--- config.mk ---
export PLATFORM = sky130hd
export DESIGN_NAME = kyber_pwm_ctrl
export DESIGN_NICKNAME = d
export VERILOG_FILES = /design/src/rtl/kyber_pwm_ctrl.sv
export SDC_FILE = /design/constraint.sdc
export NUM_CORES = 1
export LEC_CHECK = 0
export CORE_ASPECT_RATIO = 0.75
export CORE_MARGIN = 4
export CORE_UTILIZATION = 30
export DETAILED_ROUTE_END_ITERATION = 8
export GPL_ROUTABILITY_DRIVEN = 0
export PLACE_DENSITY = 0.49
export SLEW_MARGIN = 20
export SYNTH_ARGS = -nofsm -noshare
export SYNTH_HDL_FRONTEND = slang
export SYNTH_SLANG_ARGS = --single-unit
--- constraint.sdc ---
create_clock -name clk_i -period 28.2 [get_ports clk_i]
set_input_delay 5.64 -clock clk_i [delete_from_list [all_inputs] [get_ports clk_i]]
set_output_delay 5.64 -clock clk_i [all_outputs]
set_load 0.03 [all_outputs]
--- src/rtl/kyber_pwm_ctrl.sv ---
// Pointwise modular multiply sequencer for Kyber (q = 3329): streams N operand
// pairs from memories A/B through a multiply + Barrett-reduce pipeline into C.
module kyber_pwm_ctrl #(
  parameter int unsigned N  = 256,
  parameter int unsigned AW = $clog2(N)
) (
  input  logic          clk_i,
  input  logic          rst_ni,
  input  logic          start_i,
  input  logic          mode_i,
  input  logic [11:0]   scalar_i,
  output logic          busy_o,
  output logic          done_o,
  output logic          rd_en_o,
  output logic [AW-1:0] rd_addr_o,
  input  logic [11:0]   a_data_i,
  input  logic [11:0]   b_data_i,
  output logic          we_o,
  output logic [AW-1:0] wr_addr_o,
  output logic [11:0]   wr_data_o
);

  typedef enum logic [1:0] {IDLE, READ, DRAIN, FIN} state_t;

  localparam logic [AW-1:0] LAST      = AW'(N - 1);
  localparam logic [11:0]   Q         = 12'd3329;
  localparam logic [38:0]   BARRETT_M = 39'd20158;  // floor(2^26 / q)

  // red_K: Barrett reduction of a 24-bit product (< q^2) into [0, q-1].
  // The quotient estimate undershoots by at most 2, hence two corrections.
  function automatic logic [11:0] red_k(input logic [23:0] p);
    logic [12:0] t;
    logic [24:0] tq;
    logic [13:0] r;
    t  = 13'(({15'd0, p} * BARRETT_M) >> 26);
    tq = {12'd0, t} * 25'(Q);
    r  = 14'({1'b0, p} - tq);
    if (r >= 14'(Q)) r = r - 14'(Q);
    if (r >= 14'(Q)) r = r - 14'(Q);
    return 12'(r);
  endfunction

  state_t        state, state_next;
  logic          run_mode, run_mode_next;
  logic [11:0]   run_scalar, run_scalar_next;
  logic          busy_next, done_next, rd_en_next;
  logic [AW-1:0] rd_addr_next;

  logic          v0, v1;
  logic [AW-1:0] addr0, addr1;
  logic [23:0]   prod;
  logic [11:0]   operand;

  always_ff @(posedge clk_i or negedge rst_ni) begin
    if (!rst_ni) begin
      state      <= IDLE;
      run_mode   <= 1'b0;
      run_scalar <= '0;
      busy_o     <= 1'b0;
      done_o     <= 1'b0;
      rd_en_o    <= 1'b0;
      rd_addr_o  <= '0;
    end else begin
      state      <= state_next;
      run_mode   <= run_mode_next;
      run_scalar <= run_scalar_next;
      busy_o     <= busy_next;
      done_o     <= done_next;
      rd_en_o    <= rd_en_next;
      rd_addr_o  <= rd_addr_next;
    end
  end

  // Outputs are computed one cycle ahead so every port comes straight from a flop.
  always_comb begin
    state_next      = state;
    run_mode_next   = run_mode;
    run_scalar_next = run_scalar;
    rd_en_next      = 1'b0;
    rd_addr_next    = rd_addr_o;
    done_next       = 1'b0;
    case (state)
      IDLE: begin
        if (start_i) begin
          state_next      = READ;
          run_mode_next   = mode_i;
          run_scalar_next = scalar_i;
          rd_en_next      = 1'b1;
          rd_addr_next    = '0;
        end
      end
      READ: begin
        if (rd_addr_o == LAST) begin
          state_next = DRAIN;
        end else begin
          rd_en_next   = 1'b1;
          rd_addr_next = rd_addr_o + AW'(1);
        end
      end
      DRAIN: begin
        if (!v0 && !v1) begin
          state_next = FIN;
          done_next  = 1'b1;
        end
      end
      FIN:     state_next = IDLE;
      default: state_next = IDLE;
    endcase
    busy_next = (state_next != IDLE);
  end

  always_comb begin
    operand = run_mode ? run_scalar : b_data_i;
  end

  always_ff @(posedge clk_i or negedge rst_ni) begin
    if (!rst_ni) begin
      v0        <= 1'b0;
      v1        <= 1'b0;
      addr0     <= '0;
      addr1     <= '0;
      prod      <= '0;
      we_o      <= 1'b0;
      wr_addr_o <= '0;
      wr_data_o <= '0;
    end else begin
      v0    <= rd_en_o;
      addr0 <= rd_addr_o;
      v1    <= v0;
      addr1 <= addr0;
      if (v0) prod <= {12'd0, a_data_i} * {12'd0, operand};
      we_o <= v1;
      if (v1) begin
        wr_addr_o <= addr1;
        wr_data_o <= red_k(prod);
      end
    end
  end

endmodule

==> impl_metrics.toml, run 1 <==
[status]
status = "finished clean"

[critical_path]
critPathTopFamily = "adder cells"
cpPeakStageDelay_ns = 0.72
crit_path_start_kind = "flop"
reg2regPathDepth = 44
critPathSlowestCell = "o2111ai_1"
cp-end-kind = "flop"
critPathKind = "reg2reg"
worstPathBufferInverterCount = 5
crit_arrival_ns = 12.58
cp.required_ns = 28.45
crit_fanout = 11
crit_cells = 44
crit_top_cell = "fa_1"

[cts]
clk_latency_ns = 0.36
cts_buffers = 9
clockBufferDepth = 2
htree_levels = 3
clkSinkCount = 89
cts_setup_buffers = 0
cts_hold_buf = 0
clkSlewWorstSetupHoldPaths_ns = 0.07
postCtsResizedCells = 0
root_buffer = "clkbuf_16"
tritoncts = "yes"

[grt]
grt_usage = 0.141
first_global_vias = 11833
antenna_found_initial = 2
grt_start_max_net_pins = 80
grt_pass1_wl_mm = 64.4
grt.overflow.total = 0

[timing]
setup_tns_ns = 0
finClkSkew_ns = 0.00994
post-route-period-util = 0.437
fmax_ghz = 0.0811
rsz0062_at_grt = "no"
setup_viol = 0
hold_viol = 0
slew_headroom = 0.408
drv_slew = 0
worstMarginPinSlew_ns = 0.888
finalWorstSetupSlack_ns = 15.87
period_needed_ns = 12.33

[logic_synthesis]
syn_avg_cell_area_um2 = 9.77
syn_area_um2 = 16000
ys_seq_area_frac = 0.139
ys_warn_count = 0
synth_nets = 2181
synth_edf_count = 0
ys_ff_latch = 89
synthCells = 1640
ys_dominant_reg_cell = "dfrtp_1"
synthDistinctLibCells = 77
postSynth.asyncResetShare = 1.00

[cells_and_area]
stdcell_area_um2 = 17800
diodes = 0
drive_above_1_share = 0.0497
syn2layout_area_growth_pct = 11.1
n_fill_cell = 5385
nets = 2227

[detailed_routing]
ant_nets = 0
drtIter0Drc = 642
vias_per_cell = 4.64
postRouteWirelength_mm = 38.6
via_count = 11139
drc_errors = 0
firstDrtPassIters = 5
routedWlPerCell_um = 16.0

[floorplanning]
pin_count = 72
initial_utilization = 0.303
die_width_um = 275
die_area_um2 = 57200
core-area_um2 = 52900
rows = 73
die_height_um = 208

[place]
dpl_worst_slack_ns = 15.91
dpl.hpwl_mm = 33.1
place_area_um2 = 17500
portBuffers = 71

[flow_run]
cap_violations = 0

[min_path]
hold_class = "reg2reg"
hold_depth = 0
## area by class of cell
type	instances	area, µm²	area share
Timing Repair Buffer	78	764	0.0429
Inverter	341	1280	0.0719
Sequential cell	89	2230	0.125
Clock inverter	7	70.1	0.00394
Tap cell	712	891	0.0500
Clock buffer	9	225	0.0127
Multi-Input combinational cell	1167	12300	0.693
## sequential cells by signal, summed over array words and instances (netlist names)
| register | cells |
|---|---|
| addr1 | 8 |
| prod | 24 |
| run_scalar | 12 |
| v1 | 1 |
| busy_o | 1 |
| wr_addr_o | 8 |
| we_o | 1 |
| state | 2 |
| run_mode | 1 |
| addr0 | 8 |
| v0 | 1 |
| done_o | 1 |
| rd_addr_o | 8 |
| rd_en_o | 1 |
| wr_data_o | 12 |
## worst paths after layout
check	slack, ns	end	from
worst max-delay path	15.87	wr_data_o[7]	prod[18]
worst min-delay path	0.34	addr1[1]	addr0[1]
worst max register to register	15.87	wr_data_o[7]	prod[18]
worst min register to register	0.34	addr1[1]	addr0[1]
max in group asynchronous	22.15	prod[19]	rst_ni
min in group asynchronous	5.09	wr_data_o[2]	rst_ni
## metrics by stage
| stage | instances | hold slack, ns | util |
|---|---|---|---|
| after floorplan | 1640 | 0.331 | - |
| after global placement | 2387 | 0.333 | 0.331 |
| after detailed placement | 2387 | 0.335 | 0.331 |
| after CTS | 2403 | 0.339 | 0.337 |
| after global routing | 2403 | 0.345 | 0.337 |
| final | 2403 | 0.341 | 0.337 |
## cells by family after synthesis
| logic type | count (synthesis) | share of synthesized area |
|---|---|---|
| flops | 89 | 0.139 |
| simple gates | 362 | 0.113 |
| buf+inv | 384 | 0.0911 |
| fa+ha+maj | 501 | 0.511 |
| compound gates | 195 | 0.0785 |
| xor+xnor | 62 | 0.0349 |
| mux | 47 | 0.0326 |
## layout by cell type (no fill, tap or decap), drive strengths merged, types with 42 or more instances in the layout
cell           synthesis  routed
inv                  341     345
fa                   256     256
ha                   245     245
nand2                143     143
dfrtp                 89      89
clkdlybuf4s50          0      70
o21ai                 65      65
nor2                  48      48
a21oi                 48      48
mux2                  42      42
## synthesized netlist by cell type, types with 24 or more instances
master / instances / area [µm²]
xnor2_1: 40 / 350
mux2_2: 41 / 462
o21ai_0: 62 / 310
nand3_1: 25 / 125
inv_1: 341 / 1280
nor2_1: 48 / 180
a21oi_1: 47 / 235
dfrtp_1: 89 / 2230
nor2b_1: 31 / 194
clkbuf_1: 36 / 135
nand2_1: 143 / 537
fa_1: 256 / 5120
ha_1: 245 / 3070
and2_1: 24 / 150
## routing by layer
layer / track usage / vias to the layer above / share of wire
met4: 0.0171 / 4 / 0.0084
met5: 0 / - / 0.00070
met3: 0.0317 / 29 / 0.040
met2: 0.205 / 127 / 0.43
met1: 0.218 / 5648 / 0.52
li1: - / 5331 / -
Power of run 1 is left out: the tool's default activity adds up to more than one toggle a clock period on the data nets, which glitch-free logic cannot reach.
==> run 2: changes to the inputs <==
==> constraint.sdc (replaced) <==
create_clock -name clk_i -period 11.54 [get_ports clk_i]
set_input_delay 2.308 -clock clk_i [delete_from_list [all_inputs] [get_ports clk_i]]
set_output_delay 2.308 -clock clk_i [all_outputs]
set_load 0.03 [all_outputs]
==> run 2 against run 1 <==
Effect of this change: first-iteration DRC count down 5.6%; critical path depth unchanged; sequential cell count unchanged; cell count up 2.5%; global-route usage up 0.063 points; cell area up 3.7%; utilization up 1.2 points; sequential share of layout area down 0.39 points; non-clock buffer count up 58; register-to-register slack worse by 15 ns; hold slack better by 0.0039 ns; maximum frequency up 11%.
==> impl_metrics.toml, run 2 (synthesized netlist as in run 1, its figures left out) <==
[status]
status = "finished clean"

[timing]
finClkSkew_ns = 0.0130
drv_slew = 0
fmax_ghz = 0.0904
slew_headroom = 0.567
period_needed_ns = 11.06
hold_viol = 0
setup_viol = 0
worstMarginPinSlew_ns = 0.647
post-route-period-util = 0.958

[cells_and_area]
fin_util = 0.349
nets = 2286
syn2layout_area_growth_pct = 15.1
drive_above_1_share = 0.107
largest_reg_flops = 24
n_fill_cell = 5426
reg.largest.list = "prod x24, run_scalar x12, wr_data_o x12"
top_register = "prod"
final_common_cell = "inv_1"
final_cell_mix = "inv_1, fa_1, ha_1, nand2_1, dfrtp_1"

[floorplanning]
rows = 73
pin_count = 72
initial_utilization = 0.303
core-area_um2 = 52900
die_height_um = 208
die_area_um2 = 57200
die_width_um = 275

[detailed_routing]
postRouteWirelength_mm = 39.1
ant_nets = 0
routedWlPerCell_um = 15.9
met2_length_mm = 16.8
dr_wl_met3_mm = 1.83
vias_per_cell = 4.64
drtIter0Drc = 606
drt-met1-wl_mm = 20.1
top_layer = "met5"
drc_errors = 0
firstDrtPassIters = 5
via_count = 11435

[min_path]
hold_class = "reg2reg"

[flow_run]
cap_violations = 0

[cts]
clkSlewWorstSetupHoldPaths_ns = 0.08
tritoncts = "yes"
clockBufferDepth = 2
clkSinkCount = 89
cts_buffers = 9
htree_levels = 3
root_buffer = "clkbuf_16"
clk_latency_ns = 0.37

[place]
portBuffers = 71
dpl.hpwl_mm = 33.8

[critical_path]
cpPeakStageDelay_ns = 0.54
crit_top_cell = "fa_1"
cp-end-kind = "flop"
cp.required_ns = 11.83
crit_arrival_ns = 11.35
critPathKind = "reg2reg"
crit_path_start_kind = "flop"
critPathSlowestCell = "fa_1"
crit_fanout = 7

[grt]
grt_pass1_wl_mm = 64.7
antenna_found_initial = 1
first_global_vias = 12068
grt_start_max_net_pins = 50
grt.overflow.total = 0
grt_usage = 0.141
[run 2: through the flow]
step	worst slack [ns]	instance area, µm²	std cells	setup TNS (ns)	hold slack, ns
after floorplan	0.484	16000	1640	0	0.331
after global placement	0.0666	17800	2423	0	0.333
after detailed placement	-0.122	17800	2423	-0.751	0.336
after CTS	0.00668	18200	2445	0	0.347
after global routing	-0.00334	18500	2462	-0.00492	0.356
final	0.481	18500	2463	0	0.345
[run 2: worst paths after layout]
check | slack (ns) | from | cells past startpoint | to
max | 0.48 | prod[16] | 44 | wr_data_o[5]
min | 0.34 | addr0[0] | 0 | addr1[0]
max reg2reg | 0.48 | prod[16] | 44 | wr_data_o[5]
min reg2reg | 0.34 | addr0[0] | 0 | addr1[0]
max in group asynchronous | 8.51 | rst_ni | 2 | prod[8]
min in group asynchronous | 1.92 | rst_ni | 1 | wr_data_o[5]
[run 2: area by class of cell]
cell class | count | area, µm² | share of cell area
antenna | 1 | 2.50 | 0.000136
clock buffer | 9 | 225 | 0.0122
clock inverter | 7 | 85.1 | 0.00461
inverter | 341 | 1280 | 0.0694
multi-input combinational | 1168 | 12500 | 0.679
sequential | 89 | 2240 | 0.121
tap | 712 | 891 | 0.0483
timing repair buffer | 136 | 1200 | 0.0650
[run 2: worst max-delay path, delay by kind of cell (launching register included)]
kind	cells	cell delay, ns
AO/OA/AOI/OAI	14	1.99
XOR/XNOR	6	1.17
adder cells (fa/ha/maj)	11	4.83
buffers and inverters	5	0.69
flip-flops	1	0.44
multiplexers	1	0.33
AND/OR/NAND/NOR	7	1.52
[run 2: what timing repair did]
item / in CTS / in global routing
cloned: 1 / 1
hold buffers: 0 / 0
gates resized for setup: 14 / 42
pin swaps: 3 / 18
setup endpoints to repair: 12 / 12
setup buffers: 5 / 16
[run 2: metal layers]
layer | up-vias | track usage
met3 | 28 | 0.0316
met1 | 5776 | 0.213
met4 | 2 | 0.0221
met2 | 173 | 0.211
met5 | - | 0
li1 | 5456 | -
Power of run 2 is left out for the same reason.
==> run 3: changes to the inputs <==
--- a/config.mk
+++ b/config.mk
@@ -6,7 +6,7 @@
 export NUM_CORES = 1
 export LEC_CHECK = 0
 export CORE_ASPECT_RATIO = 0.75
-export CORE_MARGIN = 4
+export CORE_MARGIN = 5
 export CORE_UTILIZATION = 30
 export DETAILED_ROUTE_END_ITERATION = 8
 export GPL_ROUTABILITY_DRIVEN = 0
==> run 3 against run 2 <==
Effect of this change: largest cell class unchanged; highest routed layer is now met4; via count shrank 1.0%; sequential cell count did not move; clock-buffer cell count is the same; register-to-register slack got worse by 0.07 ns.
==> impl_metrics.toml, run 3 (synthesized netlist as in run 1, its figures left out) <==
[cells_and_area]
diodes = 0
syn2layout_area_growth_pct = 16.1
top_register = "prod"
drive_above_1_share = 0.118
reg.largest.list = "prod x24, run_scalar x12, wr_data_o x12"
final_common_cell = "inv_1"
nets = 2289
largest_reg_flops = 24
n_fill_cell = 5453
final_cell_mix = "inv_1, fa_1, ha_1, nand2_1, dfrtp_1"
stdcell_area_um2 = 18600

[cts]
cts_hold_buf = 0
htree_levels = 3
clkSlewWorstSetupHoldPaths_ns = 0.08
clk_latency_ns = 0.36
cts_buffers = 9
tritoncts = "yes"
clkSinkCount = 89
root_buffer = "clkbuf_16"
clockBufferDepth = 2

[timing]
finClkSkew_ns = 0.0128
post-route-period-util = 0.964
setup_tns_ns = 0
hold_viol = 0
drv_slew = 0
fmax_ghz = 0.0899
setup_viol = 0
worstMarginPinSlew_ns = 0.943
slew_headroom = 0.371
finalWorstSetupSlack_ns = 0.413
period_needed_ns = 11.13

[floorplanning]
pin_count = 72
core-area_um2 = 53000
die_width_um = 277
initial_utilization = 0.303
die_height_um = 210
die_area_um2 = 58200
rows = 73

[grt]
grt_usage = 0.135
first_global_vias = 11885
grt_start_max_net_pins = 73
antenna_found_initial = 1
grt_pass1_wl_mm = 63.8
grt.overflow.total = 0

[flow_run]
cap_violations = 0

[detailed_routing]
firstDrtPassIters = 5
vias_per_cell = 4.59
postRouteWirelength_mm = 39.2
ant_nets = 0
drc_errors = 0
via_count = 11320
drtIter0Drc = 558
routedWlPerCell_um = 15.9

[critical_path]
cp-end-kind = "flop"
reg2regPathDepth = 43
worstReg2RegEnd = "wr_data_o[0]"
reg2reg_slack_ns = 0.41
crit_arrival_ns = 11.38
setup.worst_path.end = "wr_data_o[0]"
crit_top_cell = "fa_1"
crit_fanout = 10
rr_startpoint = "prod[13]"
crit_path_start = "prod[13]"
critPathKind = "reg2reg"
crit_path_start_kind = "flop"
cpPeakStageDelay_ns = 0.61
critPathSlowestCell = "fa_1"
cp.required_ns = 11.80

[place]
place_area_um2 = 17800
portBuffers = 71
dpl_worst_slack_ns = 0.0565
dpl.hpwl_mm = 33.6

[min_path]
hold_depth = 0
hold_class = "reg2reg"

[status]
status = "finished clean"
run 3: worst min path at each step:
stage | start | end | slack (ns)
after global placement | addr0[7] | addr1[7] | 0.33
final | addr0[1] | addr1[1] | 0.35
after floorplan | addr0[0] | addr1[0] | 0.33
after detailed placement | addr0[3] | addr1[3] | 0.33
after CTS | addr0[1] | addr1[1] | 0.35
after global routing | addr0[1] | addr1[1] | 0.35
run 3: critical path: cells and delay by family (launching register included):
family / cells / cell delay [ns]
AO/OA/AOI/OAI: 13 / 1.95
XOR/XNOR: 7 / 1.38
adder cells (fa/ha/maj): 11 / 4.78
buffers and inverters: 4 / 0.47
flip-flops: 1 / 0.46
multiplexers: 1 / 0.25
AND/OR/NAND/NOR: 7 / 1.75
run 3: cell type report:
class	instances	area (µm²)	area share
clock buffers	9	225	0.0121
clock inverters	7	81.3	0.00437
inverters	341	1280	0.0688
multi-input cells	1167	12600	0.680
flip-flops and latches	89	2240	0.121
well taps	712	891	0.0479
repair buffers	140	1240	0.0667
run 3: per-layer routing:
| layer | track usage | part of all wire |
|---|---|---|
| met5 | 0 | 0 |
| met3 | 0.0331 | 0.053 |
| met1 | 0.205 | 0.51 |
| met2 | 0.202 | 0.43 |
| met4 | 0.0154 | 0.0072 |
run 3: what timing repair did:
item / CTS / global route
buffers inserted: 0 / 23
resized for setup: 0 / 76
endpoints found under the setup margin: 0 / 12
run 3: stage by stage:
step | hold WS, ns | std cells | util
final | 0.347 | 2465 | 0.351
after global routing | 0.354 | 2465 | 0.351
after CTS | 0.349 | 2441 | 0.342
after detailed placement | 0.335 | 2425 | 0.336
after global placement | 0.333 | 2425 | 0.336
after floorplan | 0.331 | 1640 | -
Power of run 3 is left out for the same reason.
